**config.mk**
```make
export PLATFORM = sky130hd
export DESIGN_NAME = i2s_rx_flat
export DESIGN_NICKNAME = d
export VERILOG_FILES = /design/src/rtl/i2s_rx_if.sv /design/src/rtl/i2s_rx.sv /design/src/flat_wrapper.sv
export SDC_FILE = /design/constraint.sdc
export NUM_CORES = 1
export LEC_CHECK = 0
export CELL_PAD_IN_SITES_DETAIL_PLACEMENT = 1
export CELL_PAD_IN_SITES_GLOBAL_PLACEMENT = 1
export CORE_MARGIN = 3
export CORE_UTILIZATION = 25
export CTS_CLUSTER_DIAMETER = 200
export DETAILED_ROUTE_END_ITERATION = 8
export PLACE_DENSITY = 0.54
export SLEW_MARGIN = 20
export SYNTH_ARGS = -nofsm -noshare
export SYNTH_HDL_FRONTEND = slang
export SYNTH_SLANG_ARGS = --single-unit
```
**constraint.sdc**
```tcl
create_clock -name clk -period 3.8 [get_ports clk]
set_clock_uncertainty 0.2 [all_clocks]
set_input_delay 0.76 -clock clk [delete_from_list [all_inputs] [get_ports clk]]
set_output_delay 0.76 -clock clk [all_outputs]
set_load 0.01 [all_outputs]
```
**src/rtl/i2s_rx_if.sv**
```systemverilog
// Parallel sample port of the I2S receiver: stereo word pair with a
// valid/ready handshake plus the two 1-clk status pulses.
interface i2s_rx_if #(
    parameter int DATA_WIDTH = 24
);
    logic [DATA_WIDTH-1:0] out_left;
    logic [DATA_WIDTH-1:0] out_right;
    logic                  out_valid;
    logic                  out_ready;
    logic                  overrun;
    logic                  frame_err;

    // Receiver side: produces samples and status.
    modport master (
        output out_left,
        output out_right,
        output out_valid,
        output overrun,
        output frame_err,
        input  out_ready
    );

    // Consumer side: takes samples and acknowledges them.
    modport slave (
        input  out_left,
        input  out_right,
        input  out_valid,
        input  overrun,
        input  frame_err,
        output out_ready
    );
endinterface

```
**src/rtl/i2s_rx.sv**
```systemverilog
// I2S receive deserializer. bclk/adclrck/adcdat arrive asynchronously from
// the codec and are resynchronised into clk. A small FSM frames the serial
// stream into left/right words, which are presented as a pair on rx_if.
//
// state    | meaning
// ---------+-----------------------------------------------------------
// ST_ALIGN | after reset; wait for the first LR fall (start of a left slot)
// ST_DELAY | LR edge seen; skip the one-bit I2S delay slot
// ST_SHIFT | shifting DATA_WIDTH bits MSB first into shreg
// ST_PAD   | word complete; ignore extra slot bits until the next LR edge
module i2s_rx #(
    parameter int DATA_WIDTH  = 24,
    parameter int SYNC_STAGES = 2
) (
    input  logic      clk,
    input  logic      daclrck_,
    input  logic      bclk,
    input  logic      adclrck,
    input  logic      adcdat,
    i2s_rx_if.master  rx_if
);

    localparam int CW = $clog2(DATA_WIDTH + 1);
    localparam logic [CW-1:0] CNT_LAST = CW'(DATA_WIDTH - 1);
    localparam logic [CW-1:0] CNT_FULL = CW'(DATA_WIDTH);

    typedef enum logic [1:0] {
        ST_ALIGN,
        ST_DELAY,
        ST_SHIFT,
        ST_PAD
    } state_t;

    // ------------------------------------------------------------------
    // Input synchronisers. All three pins get the same depth so the data
    // bit seen on a detected bclk rise is the one present at the pin edge.
    // ------------------------------------------------------------------
    logic [SYNC_STAGES-1:0] bclk_sync_q;
    logic [SYNC_STAGES-1:0] lrck_sync_q;
    logic [SYNC_STAGES-1:0] dat_sync_q;
    logic                   bclk_dly_q;
    logic                   lrck_dly_q;

    logic bclk_s;
    logic lrck_s;
    logic dat_s;
    logic bclk_rise;
    logic lr_fall;
    logic lr_rise;

    // Shift each pin through its synchroniser; keep one extra flop for edges.
    always_ff @(posedge clk or negedge daclrck_) begin
        if (!daclrck_) begin
            bclk_sync_q <= '0;
            lrck_sync_q <= '0;
            dat_sync_q  <= '0;
            bclk_dly_q  <= 1'b0;
            lrck_dly_q  <= 1'b0;
        end else begin
            bclk_sync_q <= {bclk_sync_q[SYNC_STAGES-2:0], bclk};
            lrck_sync_q <= {lrck_sync_q[SYNC_STAGES-2:0], adclrck};
            dat_sync_q  <= {dat_sync_q[SYNC_STAGES-2:0], adcdat};
            bclk_dly_q  <= bclk_s;
            lrck_dly_q  <= lrck_s;
        end
    end

    assign bclk_s    = bclk_sync_q[SYNC_STAGES-1];
    assign lrck_s    = lrck_sync_q[SYNC_STAGES-1];
    assign dat_s     = dat_sync_q[SYNC_STAGES-1];
    assign bclk_rise = bclk_s & ~bclk_dly_q;
    assign lr_fall   = ~lrck_s & lrck_dly_q;
    assign lr_rise   = lrck_s & ~lrck_dly_q;

    // ------------------------------------------------------------------
    // Framing FSM and datapath registers
    // ------------------------------------------------------------------
    state_t                state_q, state_d;
    logic                  ch_q, ch_d;          // 0 = left slot, 1 = right slot
    logic [CW-1:0]         bitcnt_q, bitcnt_d;
    logic                  left_ok_q, left_ok_d; // full left word captured this frame
    logic [DATA_WIDTH-1:0] shreg_q;
    logic [DATA_WIDTH-1:0] hold_left_q;
    logic [DATA_WIDTH-1:0] shreg_shift;
    logic                  shift_en;
    logic                  load_left;
    logic                  pair_done_q, pair_done_d;
    logic                  frame_err_q, frame_err_d;

    assign shreg_shift = {shreg_q[DATA_WIDTH-2:0], dat_s};

    // FSM state, counters and the shift/hold registers.
    always_ff @(posedge clk or negedge daclrck_) begin
        if (!daclrck_) begin
            state_q     <= ST_ALIGN;
            ch_q        <= 1'b0;
            bitcnt_q    <= '0;
            left_ok_q   <= 1'b0;
            shreg_q     <= '0;
            hold_left_q <= '0;
            pair_done_q <= 1'b0;
            frame_err_q <= 1'b0;
        end else begin
            state_q     <= state_d;
            ch_q        <= ch_d;
            bitcnt_q    <= bitcnt_d;
            left_ok_q   <= left_ok_d;
            pair_done_q <= pair_done_d;
            frame_err_q <= frame_err_d;
            if (shift_en) begin
                shreg_q <= shreg_shift;
            end
            if (load_left) begin
                hold_left_q <= shreg_shift;
            end
        end
    end

    // Next-state logic. An LR edge outranks a bclk rise in the same cycle,
    // so the delay slot always skips the next distinct bclk rise.
    always_comb begin
        state_d     = state_q;
        ch_d        = ch_q;
        bitcnt_d    = bitcnt_q;
        left_ok_d   = left_ok_q;
        shift_en    = 1'b0;
        load_left   = 1'b0;
        pair_done_d = 1'b0;
        frame_err_d = 1'b0;

        case (state_q)
            ST_ALIGN: begin
                if (lr_fall) begin
                    state_d   = ST_DELAY;
                    ch_d      = 1'b0;
                    bitcnt_d  = '0;
                    left_ok_d = 1'b0;
                end
            end
            default: begin
                if (lr_fall || lr_rise) begin
                    // Edge before the word finished: the partial word is lost.
                    frame_err_d = (state_q == ST_DELAY) || (state_q == ST_SHIFT);
                    state_d     = ST_DELAY;
                    ch_d        = lr_rise;
                    bitcnt_d    = '0;
                    if (lr_fall) begin
                        left_ok_d = 1'b0;
                    end
                end else if (bclk_rise) begin
                    case (state_q)
                        ST_DELAY: begin
                            state_d  = ST_SHIFT;
                            bitcnt_d = '0;
                        end
                        ST_SHIFT: begin
                            shift_en = 1'b1;
                            if (bitcnt_q != CNT_FULL) begin
                                bitcnt_d = bitcnt_q + CW'(1);
                            end
                            if (bitcnt_q == CNT_LAST) begin
                                state_d = ST_PAD;
                                if (!ch_q) begin
                                    load_left = 1'b1;
                                    left_ok_d = 1'b1;
                                end else begin
                                    // Right word only forms a pair behind a full left word.
                                    pair_done_d = left_ok_q;
                                    left_ok_d   = 1'b0;
                                end
                            end
                        end
                        default: begin
                        end
                    endcase
                end
            end
        endcase
    end

    // ------------------------------------------------------------------
    // Output pair register and handshake
    // ------------------------------------------------------------------
    logic [DATA_WIDTH-1:0] out_left_q;
    logic [DATA_WIDTH-1:0] out_right_q;
    logic                  out_valid_q;
    logic                  overrun_q;

    // Load a completed pair when the slot is free (or freed this cycle);
    // otherwise drop it and flag the overrun.
    always_ff @(posedge clk or negedge daclrck_) begin
        if (!daclrck_) begin
            out_left_q  <= '0;
            out_right_q <= '0;
            out_valid_q <= 1'b0;
            overrun_q   <= 1'b0;
        end else begin
            overrun_q <= 1'b0;
            if (pair_done_q) begin
                if (!out_valid_q || rx_if.out_ready) begin
                    out_left_q  <= hold_left_q;
                    out_right_q <= shreg_q;
                    out_valid_q <= 1'b1;
                end else begin
                    overrun_q <= 1'b1;
                end
            end else if (out_valid_q && rx_if.out_ready) begin
                out_valid_q <= 1'b0;
            end
        end
    end

    assign rx_if.out_left  = out_left_q;
    assign rx_if.out_right = out_right_q;
    assign rx_if.out_valid = out_valid_q;
    assign rx_if.overrun   = overrun_q;
    assign rx_if.frame_err = frame_err_q;

endmodule

```
**src/flat_wrapper.sv**
```systemverilog
// flat-port wrapper written by rule: the top's interface ports become plain ports
module i2s_rx_flat 
#(
    parameter int DATA_WIDTH  = 24,
    parameter int SYNC_STAGES = 2
)
  (clk, daclrck_, bclk, adclrck, adcdat, rx_if_out_left, rx_if_out_right, rx_if_out_valid, rx_if_overrun, rx_if_frame_err, rx_if_out_ready);
  i2s_rx_if #(.DATA_WIDTH(DATA_WIDTH)) rx_if_i ();
  input  logic clk;
  input  logic daclrck_;
  input  logic bclk;
  input  logic adclrck;
  input  logic adcdat;
  output wire logic [$bits(rx_if_i.out_left)-1:0] rx_if_out_left;
  output wire logic [$bits(rx_if_i.out_right)-1:0] rx_if_out_right;
  output wire logic [$bits(rx_if_i.out_valid)-1:0] rx_if_out_valid;
  output wire logic [$bits(rx_if_i.overrun)-1:0] rx_if_overrun;
  output wire logic [$bits(rx_if_i.frame_err)-1:0] rx_if_frame_err;
  input wire logic [$bits(rx_if_i.out_ready)-1:0] rx_if_out_ready;
  assign rx_if_out_left = rx_if_i.out_left;
  assign rx_if_out_right = rx_if_i.out_right;
  assign rx_if_out_valid = rx_if_i.out_valid;
  assign rx_if_overrun = rx_if_i.overrun;
  assign rx_if_frame_err = rx_if_i.frame_err;
  assign rx_if_i.out_ready = rx_if_out_ready;
  i2s_rx #(.DATA_WIDTH(DATA_WIDTH), .SYNC_STAGES(SYNC_STAGES)) u_core (.clk(clk), .daclrck_(daclrck_), .bclk(bclk), .adclrck(adclrck), .adcdat(adcdat), .rx_if(rx_if_i));
endmodule
```
# Word level (Yosys, flattened, before mapping)
# Cells that the tools add are included.
# word_totals
register_bits	117
inputBits	6
out_inout_bits	51
# classes
addsub	1
eq_ne	8
mux	44
bitwise	6
n_reduce_logical	18
# ops
cell	n
2-to-1 mux 1 bit	32
2-to-1 mux 5 bit	5
2-to-1 mux 2 bit	5
case mux 5 bit (2 select lines)	1
nonzero test 3 bit	3
inequality test 4 x 3 -> 1 bit, second input constant	2
AND reduction 4 bit	2
AND reduction 2 bit	3
adder 5 x 1 -> 5 bit, second input constant	1
== test 5 bit, second input constant	1
inequality test 5 bit, second input constant	1
case mux 2 bit (2 select lines)	1
nonzero test 2 bit	2
nonzero test 4 bit	1
bitwise AND 1 bit	3
logical OR 1 bit	3
NOT 1 bit	3
AND reduction 3 bit	1
== test 2 x 1 -> 1 bit, second input constant	1
== test 2 bit, second input constant	1
zero test 2 bit	1
inequality test 2 x 1 -> 1 bit, second input constant	1
inequality test 2 bit, second input constant	1
logical AND 1 bit	1
zero test 1 bit	1

# Depth between registers and ports, before layout
# depth
ltp_word	6
depth_mapped	7
ltp_nobuf	5

# Worst setup path before layout
# OpenSTA, ideal clock, no wires.
# synth_path
path_kind	input to register
from	in rx_if_out_ready
to	reg u_core.out_right_q[10], in the netlist u_core.rx_if.out_right[10]
setup_time_ns	0.125
arrival_time_ns	1.761
required_ns	3.475
setup_slack_ns	1.714
path_stages	5
n_path_buf	2
cell_sequence	nand2b_1 > nand2_1 > buf_2 > buf_2 > mux2_2
# synth_between
elab_chain_len	2
# synth_lines
item	line	source
start, declared	flat_wrapper.sv:19	input wire logic [$bits(rx_if_i.out_ready)-1:0] rx_if_out_ready;
logical OR 1 bit	i2s_rx.sv:200	if (!out_valid_q || rx_if.out_ready) begin
AND reduction 2 bit (no source line)	n/a	
end signal, assigned	i2s_rx.sv:202	out_right_q <= shreg_q;
end, declared	i2s_rx.sv:185	logic [DATA_WIDTH-1:0] out_right_q;
# No other way between the ends.
# A chain may end at the register's enable or synchronous reset.

# Worst setup path in the final report
# layout_path
from	reg u_core.state_q[0]
to	reg u_core.hold_left_q[15]
# layout_between
elab_chain_len	5
elab_cells_between_ends	6
classes_between	1 x eq/ne; 4 x mux; 1 x reduce/logical
# layout_lines
item	line	source
start, declared	i2s_rx.sv:78	state_t state_q, state_d;
start signal, assigned	i2s_rx.sv:104	state_q <= state_d;
== test 2 bit	i2s_rx.sv:151	case (state_q)
2-to-1 mux 1 bit	i2s_rx.sv:151	
2-to-1 mux 1 bit	i2s_rx.sv:150	end else if (bclk_rise) begin
2-to-1 mux 1 bit	i2s_rx.sv:141	if (lr_fall || lr_rise) begin
2-to-1 mux 1 bit (*)	i2s_rx.sv:131	case (state_q)
end signal, assigned	i2s_rx.sv:114	hold_left_q <= shreg_shift;
end, declared	i2s_rx.sv:83	logic [DATA_WIDTH-1:0] hold_left_q;
# Every way passes the cells marked *; elsewhere a longest branch is shown, timed or not.

==> results.txt <==
Most used DFF post-synth - dfrtp_1
H-tree Lvls - 4
CTS tree - built
Clock sink count - 117
Fmax - 0.376 GHz
Kind of cell adding the most delay to the critical path - simple AND/OR/NAND/NOR gates
Maxcap violations - 0
Global-route wire length before repair - 15.6 mm
Placed cell count - 573
Placer Congestion - 0.725
Critical Path End Type - register
CTS resizes - 0
Layout Nets - 376
Total grt overflow - 0
Post-route core utilization - 33.3%
DR pass1 iterations - 6
Largest net degree at the start of global routing - 63
Synth warn - 0
Final hold violation count - 0
Clk Latency, worst-skew pair - 0.41 ns
Slew Limit Headroom - 46.0%
Final Max Tran Viols - 0
# diodes - 0
Worst reg2reg setup slack - 1.14 ns
Final setup fails - 0
DR iter-0 viols - 96
Min-Delay Path Class - register to register
Critical Path RT - 3.89 ns
Setup bufs post-CTS - 0
Yosys top cell by area - dfrtp_1
DR WL/cell - 15.3 um
Buf/Inv on CP - 2
Post-synth EDFFs - 0
Mapped Nets - 309
Final TNS setup - 0 ns
Yosys cell types - 36
Most area-consuming cells after synthesis - dfrtp_1 (62%), mux2_2 (17%), mux2_4 (7.0%)
PwrDens - 505 nW/um^2
Core Area - 18200 um^2
Die X - 143 um
Syn Inst Count - 296
Fillers - 1866
Tmin final - 2.66 ns
All-Layer GR Usage - 9.95%
Top Ports - 57
CP Cell Sequence - inv_1 -> ha_1 -> and3b_1 -> and4b_2 -> buf_4 -> mux2_4
TritonCTS Buffers - 17
Status - completed
Buffers on Ports - 56
Initial core utilization - 25.8%
Vias/cell - 4.33
Crit path DAT - 2.75 ns
HPWL Detailed - 6.14 mm
Async SR Flop Fraction - 100%
Fin cells - 605
Critical path launch point type - register
Hold-fix buffers, CTS - 0
RSZ-0062 raised after global routing - false
Die height - 143 um
Initial antenna violation count - 0
Seq/Total Area, Yosys - 62.4%
DRC - 0
Measured slew at the worst slew-check pin - 0.810 ns
# rows - 49
Clk buf depth - 2
Post-DRT Antenna Nets - 0
Drt total wl - 9.26 mm
Avg Inst Size Synth - 15.8 um^2
Pleak - 2.88 nW
Via count - 2620
#FFs+latches synth - 117
CP max FO - 12
Highest ir drop seen on vdd - 0.319 mV
Max incr delay on CP - 0.51 ns
Vias in the first global route - 2838
Most frequent cell after synthesis - dfrtp_1
CP max stage cell - and3b_1
Cell Area, Synth - 4690 um^2
Die area - 20400 um^2
Fraction of layout cells with a size suffix above 1 - 36.4%
Setup CP Type - register to register
Root Buffer - clkbuf_16
Synth top cells by count - dfrtp_1 (117), mux2_2 (72), mux2_4 (22), inv_1 (8), ha_1 (7)
Final cycle utilization of the critical path - 69.9%
Yosys top cell area share - 62.4%
Synthesis-to-layout area growth - 29.3%
Worst-path clk slew - 0.05 ns
==> stage by stage <==
step / hold slack, ns / cell area [um^2] / power, mW / setup slack, ns
after floorplan: 0.131 / 4690 / 1.45 / 1.71
after global placement: 0.135 / 5480 / 1.53 / 1.09
after detailed placement: 0.142 / 5480 / 1.54 / 1.06
after CTS: 0.154 / 6070 / 3.13 / 1.10
after global routing: 0.170 / 6070 / 3.22 / 0.932
final: 0.151 / 6070 / 3.06 / 1.14
==> flip-flops by register name, indices dropped and copies added (netlist names) <==
name,flops
u_core.lrck_sync_q,2
u_core.bclk_dly_q,1
u_core.left_ok_q,1
u_core.ch_q,1
u_core.rx_if.out_right,24
u_core.bitcnt_q,5
u_core.hold_left_q,24
u_core.pair_done_q,1
u_core.shreg_q,24
u_core.rx_if.overrun,1
u_core.lrck_dly_q,1
u_core.dat_sync_q,2
u_core.rx_if.out_left,24
u_core.rx_if.out_valid,1
u_core.bclk_sync_q,2
u_core.rx_if.frame_err,1
u_core.state_q,2
==> cells in the final DEF, fill, tap and decap left out, drive strengths merged <==
cell	instances
a2111oi	1
a211oi	4
a21o	2
a21oi	2
a31o	1
a31oi	5
a41oi	1
and2	2
and3	2
and3b	1
and4b	3
buf	6
bufinv	2
clkbuf	17
clkdlybuf4s50	55
clkinv	5
clkinvlp	5
dfrtp	117
ha	7
inv	11
mux2	96
mux2i	1
nand2	6
nand2b	5
nand3	1
nand3b	1
nand4	3
nand4b	1
nor2	3
nor2b	5
nor4b	2
o2111ai	1
o211ai	1
o21ai	1
==> power breakdown <==
part	total (mW)	leakage (nW)	internal, mW	switching (mW)
Combinational	0.201	0.997	0.0814	0.120
Clock	1.55	0.272	0.966	0.585
Sequential	1.31	1.61	1.28	0.0292
Total	3.06	2.88	2.33	0.734
==> cell type report <==
class	instances	area [um^2]	share of cell area [%]
Sequential cell	117	2930	48.3
Multi-Input combinational cell	158	1620	26.7
Clock buffer	17	425	7.01
Tap cell	229	287	4.72
Clock inverter	15	156	2.58
Inverter	8	30.0	0.495
Timing Repair Buffer	61	621	10.2
==> worst paths after layout <==
kind / startpoint / end / depth (start not counted)
setup / recovery: u_core.state_q[0]$_DFFE_PN0P_ / u_core.hold_left_q[15]$_DFFE_PN0P_ / 6
hold / removal: u_core.dat_sync_q[0]$_DFF_PN0_ / u_core.dat_sync_q[1]$_DFF_PN0_ / 0
setup reg to reg: u_core.state_q[0]$_DFFE_PN0P_ / u_core.hold_left_q[15]$_DFFE_PN0P_ / 6
hold reg to reg: u_core.dat_sync_q[0]$_DFF_PN0_ / u_core.dat_sync_q[1]$_DFF_PN0_ / 0
max in group asynchronous: daclrck_ / u_core.rx_if.out_left[3]$_DFFE_PN0P_ / 2
min in group asynchronous: daclrck_ / u_core.rx_if.out_left[17]$_DFFE_PN0P_ / 1
==> layer usage <==
metal	part of all wire (%)	global-route usage [%]
met1	47	12.9
met2	47	15.1
met3	4.0	3.28
met4	1.9	4.65
met5	0	0
==> kinds of logic (layout without fill, tap and decap cells) <==
group / count (synthesis) / count (layout) / share of synthesized area, %
flops: 117 / 117 / 62.4
mux: 97 / 97 / 25.0
simple gates: 35 / 35 / 4.69
buf+inv: 21 / 101 / 3.15
compound gates: 19 / 19 / 2.85
fa+ha+maj: 7 / 7 / 1.87
No activity file was read; power rests on OpenSTA's default activity.
